--- src/rtl/uart_frame_parser.sv ---
// rtl/uart_frame_parser.sv - SYNC/LEN/PAYLOAD/CHK frame parser with checksum-gated payload stream
// Optional good/bad frame counters: define UART_FRAME_PARSER_STATS_EN
module uart_frame_parser #(
    parameter logic [7:0] SYNC_BYTE    = 8'hA5,
    parameter int         MAX_LEN      = 16,
    parameter int         TIMEOUT_CLKS = 86800
) (
    input  logic        clk,
    input  logic        reset,
    input  logic [7:0]  rx_data,
    input  logic        rx_valid,
    output logic [7:0]  m_data,
    output logic        m_valid,
    input  logic        m_ready,
    output logic        m_last,
    output logic        frame_ok,
    output logic        frame_err,
    output logic [1:0]  err_code,
    output logic        rx_drop,
    output logic        busy
`ifdef UART_FRAME_PARSER_STATS_EN
    ,
    output logic [15:0] good_cnt,
    output logic [15:0] bad_cnt
`endif
);

    localparam int PW = $clog2(MAX_LEN + 1);
    localparam int TW = $clog2(TIMEOUT_CLKS + 1);

    typedef enum logic [2:0] {HUNT, GET_LEN, GET_PAY, GET_CHK, DRAIN} state_t;

    state_t        state;
    logic [PW-1:0] len_q;
    logic [PW-1:0] wr_ptr;
    logic [PW-1:0] rd_ptr;
    logic [PW-1:0] rd_next;
    logic [7:0]    sum;
    logic [TW-1:0] tmo_cnt;
    logic          handshake;
    logic          tmo_hit;
    logic [7:0]    buf_mem [2**PW];

    assign handshake = m_valid & m_ready;
    assign rd_next   = rd_ptr + PW'(1);
    assign busy      = (state != HUNT);
    // A byte arriving on the terminal-count cycle takes priority over the timeout
    assign tmo_hit   = (state == GET_LEN || state == GET_PAY || state == GET_CHK) &&
                       !rx_valid && (tmo_cnt == TW'(TIMEOUT_CLKS - 1));

    always_ff @(posedge clk) begin
        if (state == GET_PAY && rx_valid)
            buf_mem[wr_ptr] <= rx_data;
    end

    always_ff @(posedge clk or posedge reset) begin
        if (reset) begin
            state     <= HUNT;
            len_q     <= '0;
            wr_ptr    <= '0;
            rd_ptr    <= '0;
            sum       <= '0;
            tmo_cnt   <= '0;
            m_data    <= '0;
            m_valid   <= 1'b0;
            m_last    <= 1'b0;
            frame_ok  <= 1'b0;
            frame_err <= 1'b0;
            err_code  <= 2'b00;
            rx_drop   <= 1'b0;
        end else begin
            frame_ok  <= 1'b0;
            frame_err <= 1'b0;
            rx_drop   <= 1'b0;

            if (rx_valid || state == HUNT || state == DRAIN)
                tmo_cnt <= '0;
            else
                tmo_cnt <= tmo_cnt + TW'(1);

            if (tmo_hit) begin
                frame_err <= 1'b1;
                err_code  <= 2'b11;
                state     <= HUNT;
            end else begin
                case (state)
                    HUNT: begin
                        if (rx_valid && rx_data == SYNC_BYTE)
                            state <= GET_LEN;
                    end
                    GET_LEN: begin
                        if (rx_valid) begin
                            sum    <= rx_data;
                            len_q  <= rx_data[PW-1:0];
                            wr_ptr <= '0;
                            if (rx_data > 8'(MAX_LEN)) begin
                                frame_err <= 1'b1;
                                err_code  <= 2'b10;
                                state     <= HUNT;
                            end else if (rx_data == 8'h00) begin
                                state <= GET_CHK;
                            end else begin
                                state <= GET_PAY;
                            end
                        end
                    end
                    GET_PAY: begin
                        if (rx_valid) begin
                            wr_ptr <= wr_ptr + PW'(1);
                            sum    <= sum + rx_data;
                            if (wr_ptr == len_q - PW'(1))
                                state <= GET_CHK;
                        end
                    end
                    GET_CHK: begin
                        if (rx_valid) begin
                            if (8'(sum + rx_data) != 8'h00) begin
                                frame_err <= 1'b1;
                                err_code  <= 2'b01;
                                state     <= HUNT;
                            end else if (len_q == '0) begin
                                frame_ok <= 1'b1;
                                state    <= HUNT;
                            end else begin
                                rd_ptr  <= '0;
                                m_data  <= buf_mem[0];
                                m_valid <= 1'b1;
                                m_last  <= (len_q == PW'(1));
                                state   <= DRAIN;
                            end
                        end
                    end
                    DRAIN: begin
                        // Bytes arriving while the payload drains are discarded, never resynced on
                        if (rx_valid)
                            rx_drop <= 1'b1;
                        if (handshake) begin
                            if (m_last) begin
                                m_valid  <= 1'b0;
                                m_last   <= 1'b0;
                                frame_ok <= 1'b1;
                                state    <= HUNT;
                            end else begin
                                rd_ptr <= rd_next;
                                m_data <= buf_mem[rd_next];
                                m_last <= (rd_next == len_q - PW'(1));
                            end
                        end
                    end
                    default: state <= HUNT;
                endcase
            end
        end
    end

`ifdef UART_FRAME_PARSER_STATS_EN
    always_ff @(posedge clk or posedge reset) begin
        if (reset) begin
            good_cnt <= '0;
            bad_cnt  <= '0;
        end else begin
            if (frame_ok && good_cnt != 16'hFFFF)
                good_cnt <= good_cnt + 16'd1;
            if (frame_err && bad_cnt != 16'hFFFF)
                bad_cnt <= bad_cnt + 16'd1;
        end
    end
`endif

endmodule
--- config.mk ---
export PLATFORM = sky130hd
export DESIGN_NAME = uart_frame_parser
export DESIGN_NICKNAME = d
export VERILOG_FILES = /design/src/rtl/uart_frame_parser.sv
export SDC_FILE = /design/constraint.sdc
export NUM_CORES = 1
export LEC_CHECK = 0
export ABC_CLOCK_PERIOD_IN_PS = 3200
export BUFFER_PORTS_ARGS = -buffer_cell sky130_fd_sc_hd__buf_4
export CELL_PAD_IN_SITES_DETAIL_PLACEMENT = 0
export CELL_PAD_IN_SITES_GLOBAL_PLACEMENT = 1
export CORE_MARGIN = 5
export CORE_UTILIZATION = 42
export CTS_CLUSTER_SIZE = 25
export DETAILED_ROUTE_END_ITERATION = 10
export PLACE_DENSITY_LB_ADDON = 0.1
export SYNTH_ARGS = -nofsm -noshare
export SYNTH_HDL_FRONTEND = slang
export SYNTH_SLANG_ARGS = --single-unit
--- constraint.sdc ---
create_clock -name clk -period 3.2 [get_ports clk]
set_input_delay 0.64 -clock clk [delete_from_list [all_inputs] [get_ports clk]]
set_output_delay 0.64 -clock clk [all_outputs]
set_load 0.01 [all_outputs]
==> impl_metrics.yaml <==
timing:
  skew_ns: 0.0143
  fin_crit_sh: 0.902
  slew_violations: 0
  fin_crit_ns: 2.89
  rsz0062_at_grt: "false"
  tns_ns: 0
  finalSetupViolations: 0
  hold_viol: 0
  whs_ns: 0.253
  worst_slew_pin_slew_ns: 0.728
  max_freq_mhz: 347
  slew_headroom: 0.514
drt:
  wl_mm: 30.3
  avgRoutedWirePerCell_um: 23.4
  vias_per_cell: 5.48
  vias: 7120
  firstDrtPassIters: 5
  drc: 0
  antenna_left: 0
  drtIter0Drc: 496
grt:
  antenna_found_initial: 0
  grt_max_degree: 42
  track_usage: 0.174
  grt_pass1_vias: 7584
  grt_overflow: 0
  grt_pass1_wl_mm: 46.9
place:
  dp_cells: 1234
  io_buffer_count: 27
  place_area_um2: 14400
  routabilityCongestion: 0.845
  post-dp-hpwl_mm: 19.7
pwr:
  p_leak_nw: 5.58
  powerDensity_nw_per_um2: 640
  ir_drop_v: 0.000351
setup_path:
  crit_buf_inv: 1
  worstSetupStartpointType: "register"
  arrival_ns: 3.28
  worst-path-max-fanout: 11
  worst_ep_required_time_ns: 3.60
  timing.rr.end: "m_data[1]$_DFFE_PP0P_"
  cp_slowest_cell: "a311o_1"
  r2r_setup_slack_ns: 0.31
  crit_family: "compound AO/OA/AOI/OAI gates"
  critPathKind: "register to register"
  critical-path-max-stage-delay_ns: 0.39
  r2r_cells: 9
  end_kind: "register"
  path_cells: "ha_1 -> a211oi_2 -> o21ai_0 -> a311o_1 -> nor4_2 -> nand3_2 -> o21ai_2 -> buf_12 -> mux2_2"
  r2r_start: "sum[1]$_DFFE_PP0P_"
run:
  cap_violations: 0
clock_tree:
  worstSkewPairLatency_ns: 0.52
  clock-sinks: 314
  cts_root_buf: "clkbuf_16"
  cts_buffer_depth: 3
  cts_inserted_buffers: 36
  cts_resized: 0
  htreeDepth: 2
  cts_tree: "built"
  post_cts_buffers: 0
  clk_pin_slew_ns: 0.06
  cts_hold_repair.buffers: 0
logic_synthesis:
  syn_nets: 801
  async_flop_share: 0.185
  yosys.area.top_type: "edfxtp_1"
  synth_ff_type: "edfxtp_1"
  synth-adder-area-share: 0.0156
  ys_seq_elements: 314
  synth_edf_count: 256
  synth_cell_types: 67
  ys_warn_count: 0
  synthCells: 773
  synth_compound_area_frac: 0.0347
  synth_mux_area_frac: 0.155
  yosysSeqAreaShare: 0.687
  synth_area_um2: 13300
  synthTopCellsByArea: "edfxtp_1 (58%), mux4_2 (14%), dfrtp_1 (11%)"
  synth_area_per_cell_um2: 17.2
  synth_xor_area_frac: 0.0224
  yosys.area_share.simple: 0.0687
  synth_top_area_frac: 0.578
  synth_top_family_by_area: "multiplexers"
die:
  start_util: 0.424
  rows: 65
  design.portCount: 28
  die_w_um: 188
  die_h_um: 188
  dieArea_um2: 35300
  core-area_um2: 31400
finish:
  nFillCells: 2612
  final_cells: 1299
  fin_nets: 898
  area_delta_synth_final_pct: 17.1
  fin_util: 0.496
  drive_above_1_share: 0.284
  n_antenna_cell: 0
  design_area_um2: 15600
hold_path:
  hold_path.class: "primary input to asynchronous set/reset pin"
status:
  status: "completed"
[power by group]
| part | leakage (nW) | internal, mW | total [mW] | switching (mW) |
|---|---|---|---|---|
| registers | 3.06 | 4.56 | 4.71 | 0.154 |
| logic | 1.95 | 0.563 | 1.30 | 0.738 |
| clock network | 0.576 | 2.32 | 3.95 | 1.63 |
| total | 5.58 | 7.44 | 9.97 | 2.53 |
[routing by layer]
metal	GRT usage	wire length, um	share of wire
met1	0.239	13400	0.44
met2	0.292	15300	0.50
met3	0.0261	1040	0.034
met4	0.0497	692	0.023
met5	0	0	0
[metrics by stage]
step	worst slack (ns)	power [mW]
after floorplan	0.213	5.63
after global placement	-0.0638	6.06
after detailed placement	-0.0678	6.10
after CTS	0.299	10.1
after global routing	0.135	10.4
final	0.315	9.97
[worst max path at each step]
stage | from | endpoint | slack, ns | depth (start not counted)
after floorplan | rx_data[1] | rd_ptr[4]$_DFFE_PP0P_ | 0.21 | 9
after global placement | rx_data[1] | m_data[2]$_DFFE_PP0P_ | -0.06 | 10
after detailed placement | rx_data[1] | m_data[1]$_DFFE_PP0P_ | -0.07 | 10
after CTS | sum[1]$_DFFE_PP0P_ | m_data[1]$_DFFE_PP0P_ | 0.30 | 9
after global routing | sum[1]$_DFFE_PP0P_ | m_data[2]$_DFFE_PP0P_ | 0.14 | 9
final | sum[1]$_DFFE_PP0P_ | m_data[1]$_DFFE_PP0P_ | 0.31 | 9
[synth_stat cells (3+ instances only)]
cell and number:
and3_1 7, ha_1 15, buf_2 3, inv_1 21
o31ai_1 4, edfxtp_1 256, nand4_1 6, nor2_1 70
and2_1 3, mux4_2 80, a21oi_1 8, nand3b_1 4
o21ai_0 15, buf_1 5, buf_6 3, o21ai_1 10
xnor2_1 18, mux2_4 6, xor2_1 16, a22oi_1 4
nor4_1 4, nand2_1 48, nor3_1 6, or3_1 5
nand3_1 16, clkbuf_1 19, mux2i_1 12, dfrtp_1 58
or2_2 3
[kinds of logic after synthesis]
kind of cell,after synthesis
muxes,102
buffers and inverters,52
adders and majority gates,16
AOI/OAI and AO/OA,67
xor gates and xnor gates,34
DFF,314
and+or+nand+nor,188
[layout by cell type (no fill, tap or decap), types with 12 or more instances in the layout]
| master | count |
|---|---|
| ha_1 | 14 |
| dfrtp_1 | 57 |
| mux4_2 | 80 |
| edfxtp_1 | 256 |
| nand2_1 | 48 |
| clkbuf_16 | 36 |
| xor2_1 | 14 |
| nand3_1 | 16 |
| inv_1 | 20 |
| o21ai_0 | 15 |
| xnor2_1 | 18 |
| clkinv_2 | 12 |
| buf_4 | 84 |
| nor2_1 | 70 |
| mux2i_1 | 12 |
[layout make-up]
type                    count  area (um2)  share of cell area
flip-flops and latches    314        9140               0.587
inverters                  21        78.8             0.00506
clock buffers              44         961              0.0617
multi-input cells         407        3960               0.254
well taps                 402         503              0.0323
repair buffers             90         751              0.0482
clock inverters            21         185              0.0119
[flip-flops by register name (all words and copies together) (netlist names)]
register	count
m_valid	1
state	3
tmo_cnt	17
len_q	5
err_code	2
m_last	1
buf_mem	256
frame_err	1
rx_drop	1
m_data	8
rd_ptr	5
frame_ok	1
sum	8
wr_ptr	5
Power figures use the tool's default switching activity.
